### src/rtl/buff2mac.sv
// buff2mac: drains committed frames from the shared frame buffer to the 10G MAC tx interface
module buff2mac #(
  parameter int          BW      = 10,
  parameter logic [15:0] MAX_LEN = 16'd9216
) (
  input  logic          clk,
  input  logic          rst_n,
  output logic [BW-1:0] rd_addr,
  input  logic [63:0]   rd_data,
  input  logic [BW-1:0] committed_prod,
  output logic [BW-1:0] committed_cons,
  output logic [63:0]   tx_data,
  output logic [7:0]    tx_data_valid,
  output logic          tx_start,
  input  logic          tx_ack,
  output logic          activity,
  output logic [15:0]   sent_pkts,
  output logic [15:0]   bad_len_pkts
);
  typedef enum logic [2:0] {IDLE, HDR_WAIT, HDR, FIRST, START, STREAM, COMMIT} state_t;
  state_t        r_state, w_next;
  logic [BW-1:0] r_rd_addr, r_cons;
  logic [63:0]   r_tx_data, r_hold;
  logic [7:0]    r_valid;
  logic          r_start, r_act, r_first;
  logic [15:0]   r_sent, r_bad;
  logic [2:0]    r_rem;
  logic [12:0]   r_nw, r_cnt;
  logic [15:0]   w_len;
  logic [12:0]   w_hdr_nw, w_idx;
  logic          w_bad;
  logic [7:0]    w_last_mask, w_mask;
  assign w_len       = rd_data[47:32];
  assign w_hdr_nw    = w_len[15:3] + {12'd0, |w_len[2:0]};
  assign w_bad       = (w_len == 16'd0) || (w_len > MAX_LEN);
  assign w_last_mask = (r_rem == 3'd0) ? 8'hFF : (8'd1 << r_rem) - 8'd1;
  assign w_idx       = (r_state == START) ? 13'd2 : r_cnt + 13'd1;
  assign w_mask      = (w_idx == r_nw) ? w_last_mask : 8'hFF;
  assign rd_addr        = r_rd_addr;
  assign committed_cons = r_cons;
  assign tx_data        = r_tx_data;
  assign tx_data_valid  = r_valid;
  assign tx_start       = r_start;
  assign activity       = r_act;
  assign sent_pkts      = r_sent;
  assign bad_len_pkts   = r_bad;
  // state register
  always_ff @(posedge clk or negedge rst_n) begin
    if (!rst_n) r_state <= IDLE;
    else        r_state <= w_next;
  end
  // next-state: the last word presented in START/STREAM leads to COMMIT
  always_comb begin
    w_next = r_state;
    case (r_state)
      IDLE:     w_next = (committed_prod != r_cons) ? HDR_WAIT : IDLE;
      HDR_WAIT: w_next = HDR;
      HDR:      w_next = w_bad ? IDLE : FIRST;
      FIRST:    w_next = START;
      START:    w_next = !tx_ack ? START : (r_nw <= 13'd2) ? COMMIT : STREAM;
      STREAM:   w_next = (w_idx == r_nw) ? COMMIT : STREAM;
      COMMIT:   w_next = IDLE;
      default:  w_next = IDLE;
    endcase
  end
  // word 2 lands while waiting for ack, so it is parked in r_hold and the
  // address runs one word ahead to keep the stream gapless after the ack
  always_ff @(posedge clk or negedge rst_n) begin
    if (!rst_n) begin
      r_rd_addr <= '0;
      r_cons    <= '0;
      r_tx_data <= '0;
      r_hold    <= '0;
      r_valid   <= '0;
      r_start   <= 1'b0;
      r_act     <= 1'b0;
      r_first   <= 1'b0;
      r_sent    <= '0;
      r_bad     <= '0;
      r_rem     <= '0;
      r_nw      <= '0;
      r_cnt     <= '0;
    end else begin
      r_act   <= 1'b0;
      r_first <= (r_state == FIRST);
      if (r_first) r_hold <= rd_data;
      case (r_state)
        IDLE: if (committed_prod != r_cons) r_rd_addr <= r_cons;
        HDR_WAIT: r_rd_addr <= r_cons + BW'(1);
        HDR: begin
          r_nw  <= w_hdr_nw;
          r_rem <= w_len[2:0];
          if (w_len == 16'd0) begin
            r_cons <= r_cons + BW'(1);
            r_bad  <= r_bad + 16'd1;
          end else if (w_len > MAX_LEN) begin
            r_cons <= committed_prod;
            r_bad  <= r_bad + 16'd1;
          end else r_rd_addr <= r_cons + BW'(2);
        end
        FIRST: begin
          r_tx_data <= rd_data;
          r_start   <= 1'b1;
          r_valid   <= (r_nw == 13'd1) ? w_last_mask : 8'hFF;
          r_rd_addr <= r_rd_addr + BW'(1);
          r_cnt     <= 13'd1;
        end
        START: if (tx_ack) begin
          r_start <= 1'b0;
          if (r_nw == 13'd1) r_valid <= '0;
          else begin
            r_tx_data <= r_first ? rd_data : r_hold;
            r_valid   <= w_mask;
            r_cnt     <= 13'd2;
            r_rd_addr <= r_rd_addr + BW'(1);
          end
        end
        STREAM: begin
          r_tx_data <= rd_data;
          r_valid   <= w_mask;
          r_cnt     <= w_idx;
          r_rd_addr <= r_rd_addr + BW'(1);
        end
        COMMIT: begin
          r_valid <= '0;
          r_start <= 1'b0;
          r_cons  <= r_cons + r_nw[BW-1:0] + BW'(1);
          r_sent  <= r_sent + 16'd1;
          r_act   <= 1'b1;
        end
        default: ;
      endcase
    end
  end
endmodule

### config.mk
export PLATFORM = sky130hd
export DESIGN_NAME = buff2mac
export DESIGN_NICKNAME = d
export VERILOG_FILES = /design/src/rtl/buff2mac.sv
export SDC_FILE = /design/constraint.sdc
export NUM_CORES = 1
export LEC_CHECK = 0
export CAP_MARGIN = 20
export CORE_ASPECT_RATIO = 1.1
export CORE_MARGIN = 1
export CORE_UTILIZATION = 35
export DETAILED_ROUTE_END_ITERATION = 10
export PLACE_DENSITY = 0.63
export SLEW_MARGIN = 20
export SYNTH_ARGS = -nofsm -noshare
export SYNTH_HDL_FRONTEND = slang
export SYNTH_SLANG_ARGS = --single-unit
export TNS_END_PERCENT = 1
### constraint.sdc
create_clock -name clk -period 4.47 [get_ports clk]
set_input_delay 0.6705 -clock clk [delete_from_list [all_inputs] [get_ports clk]]
set_output_delay 0.6705 -clock clk [all_outputs]
set_load 0.005 [all_outputs]
==> reports/metrics.cfg, run 1 <==
[power_and_ir_drop]
ir_drop_uv=484
p_per_area_nw_per_um2=708
leakage_nw=6.31

[synthesis]
ys_types=81
syn_area_per_cell_sq_um=9.45
synth_top_area_cell=dfrtp_1
synth_seq_cells=223
synthesis.nets=1364
syn_area_sq_um=12000
synthArstFlopShare_pct=100
synth_cells=1269
synth_ff_type=dfrtp_1
ys_seq_area_share_pct=46.5
ys_top_cells_by_area=dfrtp_1 47%, mux2_2 7.2%, nand2_1 4.9%, a21oi_1 4.6%, o31ai_1 4.4%
synth_compound_area_share_pct=17.9
synthMuxAreaShare_pct=7.73
synth_top_family_by_area=compound AO/OA/AOI/OAI gates
synthAdderAreaFrac_pct=1.94
yosys.area_share.simple_pct=16.2
netlist.area_leader.share_pct=46.5
yosysWarnings=0
synth_xor_area_share_pct=5.97
synth_edf_count=0

[floorplanning]
die-area_sq_um=35000
start_util_pct=35.8
top_level_ports=203
die-height_microns=196
die-width_microns=178
num_rows=70
coreArea_sq_um=33500

[placed_design]
portBuffers=202
dp_hpwl_mm=22.5
gp_congestion=0.834

[clocking]
post_cts_resized=0
cts_max_level=1
path_clk_slew_ns=0.06
post_cts.repair.setup_buffers=0
cts_buffers=27
ctsLongestPathBuffers=3
numClockSinks=223
clk_latency_ns=0.56
cts_tree=yes
ctsHoldBuffers=0
root_buffer=clkbuf_16

[grt]
grt_max_degree=114
grt_util_all_layers_pct=19.5
antenna_found_initial=0
grt.overflow.total=0
grt_pass1_vias=10300
grt_pass1_wl_mm=55.3

[finish]
synthToLayoutAreaGrowth_pct=27.5
drive_above_1_share_pct=11.6
diodes=0
layout_commonest_cell=dfrtp_1
final_cell_mix=222 x dfrtp_1, 201 x clkdlybuf4s50_1, 151 x nand2_1, 135 x nor2_1, 111 x a21oi_1
finish.utilization_pct=45.7
finish.net_count=1525
fill_cells=3244

[worst_setup_path]
crit_slowest_cell=dfrtp_1
cpMostUsedCell=nor2_1
worstSetupStartpointType=register
worstPathArrival_ns=3.72
r2r_cells=9
cp_max_fo=26
worst_ep_required_time_ns=4.91
endpoint_kind=register
crit_type=reg -> reg
max_stage_delay_ns=0.67
path_cells=buf_4, inv_1, nor2_1, nand2_1, nor2_1, nand3_1, nor2_1, nand4_1, xnor2_1

[route]
drc=0
wl_per_cell_microns=17.9
vias=10200
antenna_left=0
first_pass_iters=7
wl_mm=33.6
drt-initial-drc-count=516
via_per_inst=5.43

[sta]
period_share_pct=73.5
tightest_slew_ns=1.02
hold_viol=0
timing.fmax_mhz=304
setup_viol=0
period_needed_ns=3.29
tns_ns=0
clock_skew_ns=0.0241
finalMaxSlewViolations=0
rsz0062_at_grt=no
slew_headroom_pct=31.2

[status]
run_status=finished, final reports clean

[job]
maxCapViolations=0

[hold_path]
min_path_type=in -> async

## synthesized netlist by cell type, types with 6 or more instances
master	number
buf_2	14
o221ai_1	9
and3_1	17
inv_1	22
nor3_1	13
nor2_1	135
ha_1	17
nor2b_1	7
o21ai_0	68
clkbuf_1	64
nand3_1	34
mux2_2	77
xor2_1	36
mux2i_1	6
a22oi_1	7
nor4_1	6
xnor2_1	43
dfrtp_1	223
a31oi_1	11
nand2_1	155
o31ai_1	71
nand4_1	11
or3_1	8
a21oi_1	111
## state kept, by name, indices dropped and copies added (netlist names)
register	count
tx_start	1
sent_pkts	16
r_nw	13
rd_addr	10
r_cnt	13
bad_len_pkts	16
r_hold	64
activity	1
r_first	1
tx_data_valid	8
tx_data	64
r_rem	3
committed_cons	10
r_state	3
## cell type report
class                           count  area [sq um]  area share (%)
Tap cell                          432           541            3.53
Timing Repair Buffer              218          2170            14.2
Inverter                           24          90.1           0.589
Clock buffer                       37           743            4.86
Multi-Input combinational cell    936          5990            39.2
Clock inverter                     10           174            1.14
Sequential cell                   223          5580            36.5
## kinds of logic after synthesis
group	Yosys count
adders and majority gates	18
buffers and inverters	110
DFF	223
muxes	83
and+or+nand+nor	421
xor gates and xnor gates	80
AOI/OAI and AO/OA	334
## metrics by stage
| stage | cell area [sq um] | std cells | hold slack [ns] | power [mW] | setup WS [ns] |
|---|---|---|---|---|---|
| after floorplan | 12000 | 1269 | 0.375 | 6.61 | 1.88 |
| after global placement | 14400 | 1833 | 0.460 | 8.49 | 1.03 |
| after detailed placement | 14400 | 1833 | 0.463 | 8.61 | 0.932 |
| after CTS | 15300 | 1880 | 0.232 | 10.9 | 1.22 |
| after global routing | 15300 | 1880 | 0.242 | 11.7 | 0.877 |
| final | 15300 | 1880 | 0.186 | 10.8 | 1.18 |
## metal layers
metal	share of wire [%]	wire length [microns]	GRT usage [%]
met1	43	14500	24.9
met2	47	15700	31.7
met3	8.7	2920	6.22
met4	1.6	552	4.74
met5	0	0	0
## report_power, final
group	switching (mW)	internal, mW	total [mW]
Clock	0.887	1.39	2.28
Sequential	0.816	2.87	3.69
Combinational	2.45	2.41	4.87
Total	4.15	6.68	10.8
## worst paths after layout
path                             start              end  slack (ns)
hold / removal                   rst_n  bad_len_pkts[8]        0.19
min in group clk           tx_data[13]      tx_data[13]        0.47
max in group asynchronous        rst_n          r_first        3.23
hold reg to reg            tx_data[13]      tx_data[13]        0.47
setup reg to reg            r_state[1]    sent_pkts[15]        1.18
setup / recovery            r_state[1]    sent_pkts[15]        1.18
## critical path, delay by kind of cell, from the launching register on
kind	cells	cell delay, ns
flops	1	0.67
simple gates	6	1.71
buf+inv	2	0.63
xor+xnor	1	0.15
Note: power is estimated with default switching activity, not from simulation.
==> run 2, diff against run 1 <==
--- a/config.mk
+++ b/config.mk
@@ -10,7 +10,7 @@
 export CORE_MARGIN = 1
 export CORE_UTILIZATION = 35
 export DETAILED_ROUTE_END_ITERATION = 10
-export PLACE_DENSITY = 0.63
+export PLACE_DENSITY = 0.65
 export SLEW_MARGIN = 20
 export SYNTH_ARGS = -nofsm -noshare
 export SYNTH_HDL_FRONTEND = slang
==> constraint.sdc (replaced) <==
create_clock -name clk -period 2.9 [get_ports clk]
set_input_delay 0.435 -clock clk [delete_from_list [all_inputs] [get_ports clk]]
set_output_delay 0.435 -clock clk [all_outputs]
set_load 0.005 [all_outputs]
==> reports/metrics.cfg, run 2 (synthesized netlist as in run 1, its figures left out) <==
[floorplanning]
num_rows=70
die-area_sq_um=35000
top_level_ports=203
start_util_pct=35.8
coreArea_sq_um=33500
die-width_microns=178
die-height_microns=196

[placed_design]
gp_congestion=0.869
dp_hpwl_mm=23.3
placed_area_sq_um=14900
post-place-ws_ns=-0.130
portBuffers=202

[finish]
final_area_sq_um=15800
diodes=0
finish.net_count=1582
fill_cells=3135
layout_commonest_cell=dfrtp_1
drive_above_1_share_pct=15.3
synthToLayoutAreaGrowth_pct=32.1
finish.utilization_pct=47.3
final_cell_mix=222 x dfrtp_1, 201 x clkdlybuf4s50_1, 150 x nand2_1, 135 x nor2_1, 111 x a21oi_1

[grt]
grt_util_all_layers_pct=19.5
grt_pass1_wl_mm=55.4
antenna_found_initial=1
grt_max_degree=79
grt_pass1_vias=10300
grt.overflow.total=0

[sta]
hold_viol=0
finalMaxSlewViolations=0
period_needed_ns=2.70
timing.fmax_mhz=371
tightest_slew_ns=0.959
slew_headroom_pct=36.1
tns_ns=0
postLayoutSetupSlackWorst_ns=0.201
setup_viol=0
period_share_pct=93.1
clock_skew_ns=0.0105

[clocking]
cts_tree=yes
post_cts.repair.setup_buffers=0
cts_max_level=1
root_buffer=clkbuf_16
ctsLongestPathBuffers=3
clk_latency_ns=0.56
cts_buffers=27
numClockSinks=223
path_clk_slew_ns=0.06

[worst_setup_path]
endpoint_kind=register
worstSetupStartpointType=register
worstPathArrival_ns=3.12
worst_ep_required_time_ns=3.32
crit_type=reg -> reg
cp_max_fo=13

[power_and_ir_drop]
ir_drop_uv=519
fin_total_pwr_mw=17.1
leakage_nw=6.67
p_per_area_nw_per_um2=1080

[route]
first_pass_iters=5
drc=0
drt-initial-drc-count=540
wl_per_cell_microns=17.5
via_per_inst=5.35
antenna_left=0
vias=10400
wl_mm=33.9

[job]
maxCapViolations=0

[status]
run_status=finished, final reports clean

[hold_path]
min_path_type=in -> async

[run 2: final cells by class]
type                    count  area [sq um]  area share (%)
well taps                 432           541            3.41
multi-input cells         936          6000            37.9
clock buffers              38           797            5.03
repair buffers            275          2680            16.9
inverters                  24          90.1           0.569
flip-flops and latches    223          5580            35.3
clock inverters            11           149           0.940
[run 2: layer usage]
metal | track usage (%) | wire length (microns) | up-vias
met5 | 0 | 13 | -
met2 | 31.2 | 15500 | 303
li1 | - | - | 4950
met1 | 25.5 | 14700 | 5068
met4 | 4.96 | 826 | 2
met3 | 6.05 | 2890 | 51
[run 2: power breakdown]
part / switching (mW) / leakage (nW) / internal, mW / total (mW)
clock network: 1.37 / 0.474 / 2.18 / 3.56
registers: 0.943 / 2.76 / 4.43 / 5.37
logic: 4.15 / 3.43 / 4.00 / 8.15
[run 2: what timing repair did]
action                     4_1_cts  5_1_grt
hold endpoints to repair        42        0
setup endpoints to repair        0        4
hold buffers                     1        0
gates resized for setup          0        2
[run 2: through the flow]
step                hold slack (ns)  instances
global route                  0.435       1939
CTS                           0.393       1939
detailed placement            0.378       1889
finish                        0.392       1939
global placement              0.378       1889
floorplan                     0.139       1269
[run 2: worst paths after layout]
path                               start          endpoint  slack (ns)  depth (start not counted)
min                                rst_n   bad_len_pkts[6]        0.39                          2
max                             r_cnt[2]  tx_data_valid[6]        0.20                          9
min reg2reg                sent_pkts[15]     sent_pkts[15]        0.47                          1
max reg2reg                     r_cnt[2]  tx_data_valid[6]        0.20                          9
min in group clk           sent_pkts[15]     sent_pkts[15]        0.47                          1
max in group asynchronous          rst_n         r_hold[5]        1.80                          3
[run 2: worst max-delay path, cell delays in order, from the launching register on]
cell	delay, ns
dfrtp_1	0.46
nand3_2	0.29
or4_1	0.53
o21ai_0	0.15
xnor2_1	0.16
nand4_1	0.21
a2111oi_4	0.35
buf_4	0.21
a31o_1	0.15
a22oi_1	0.06
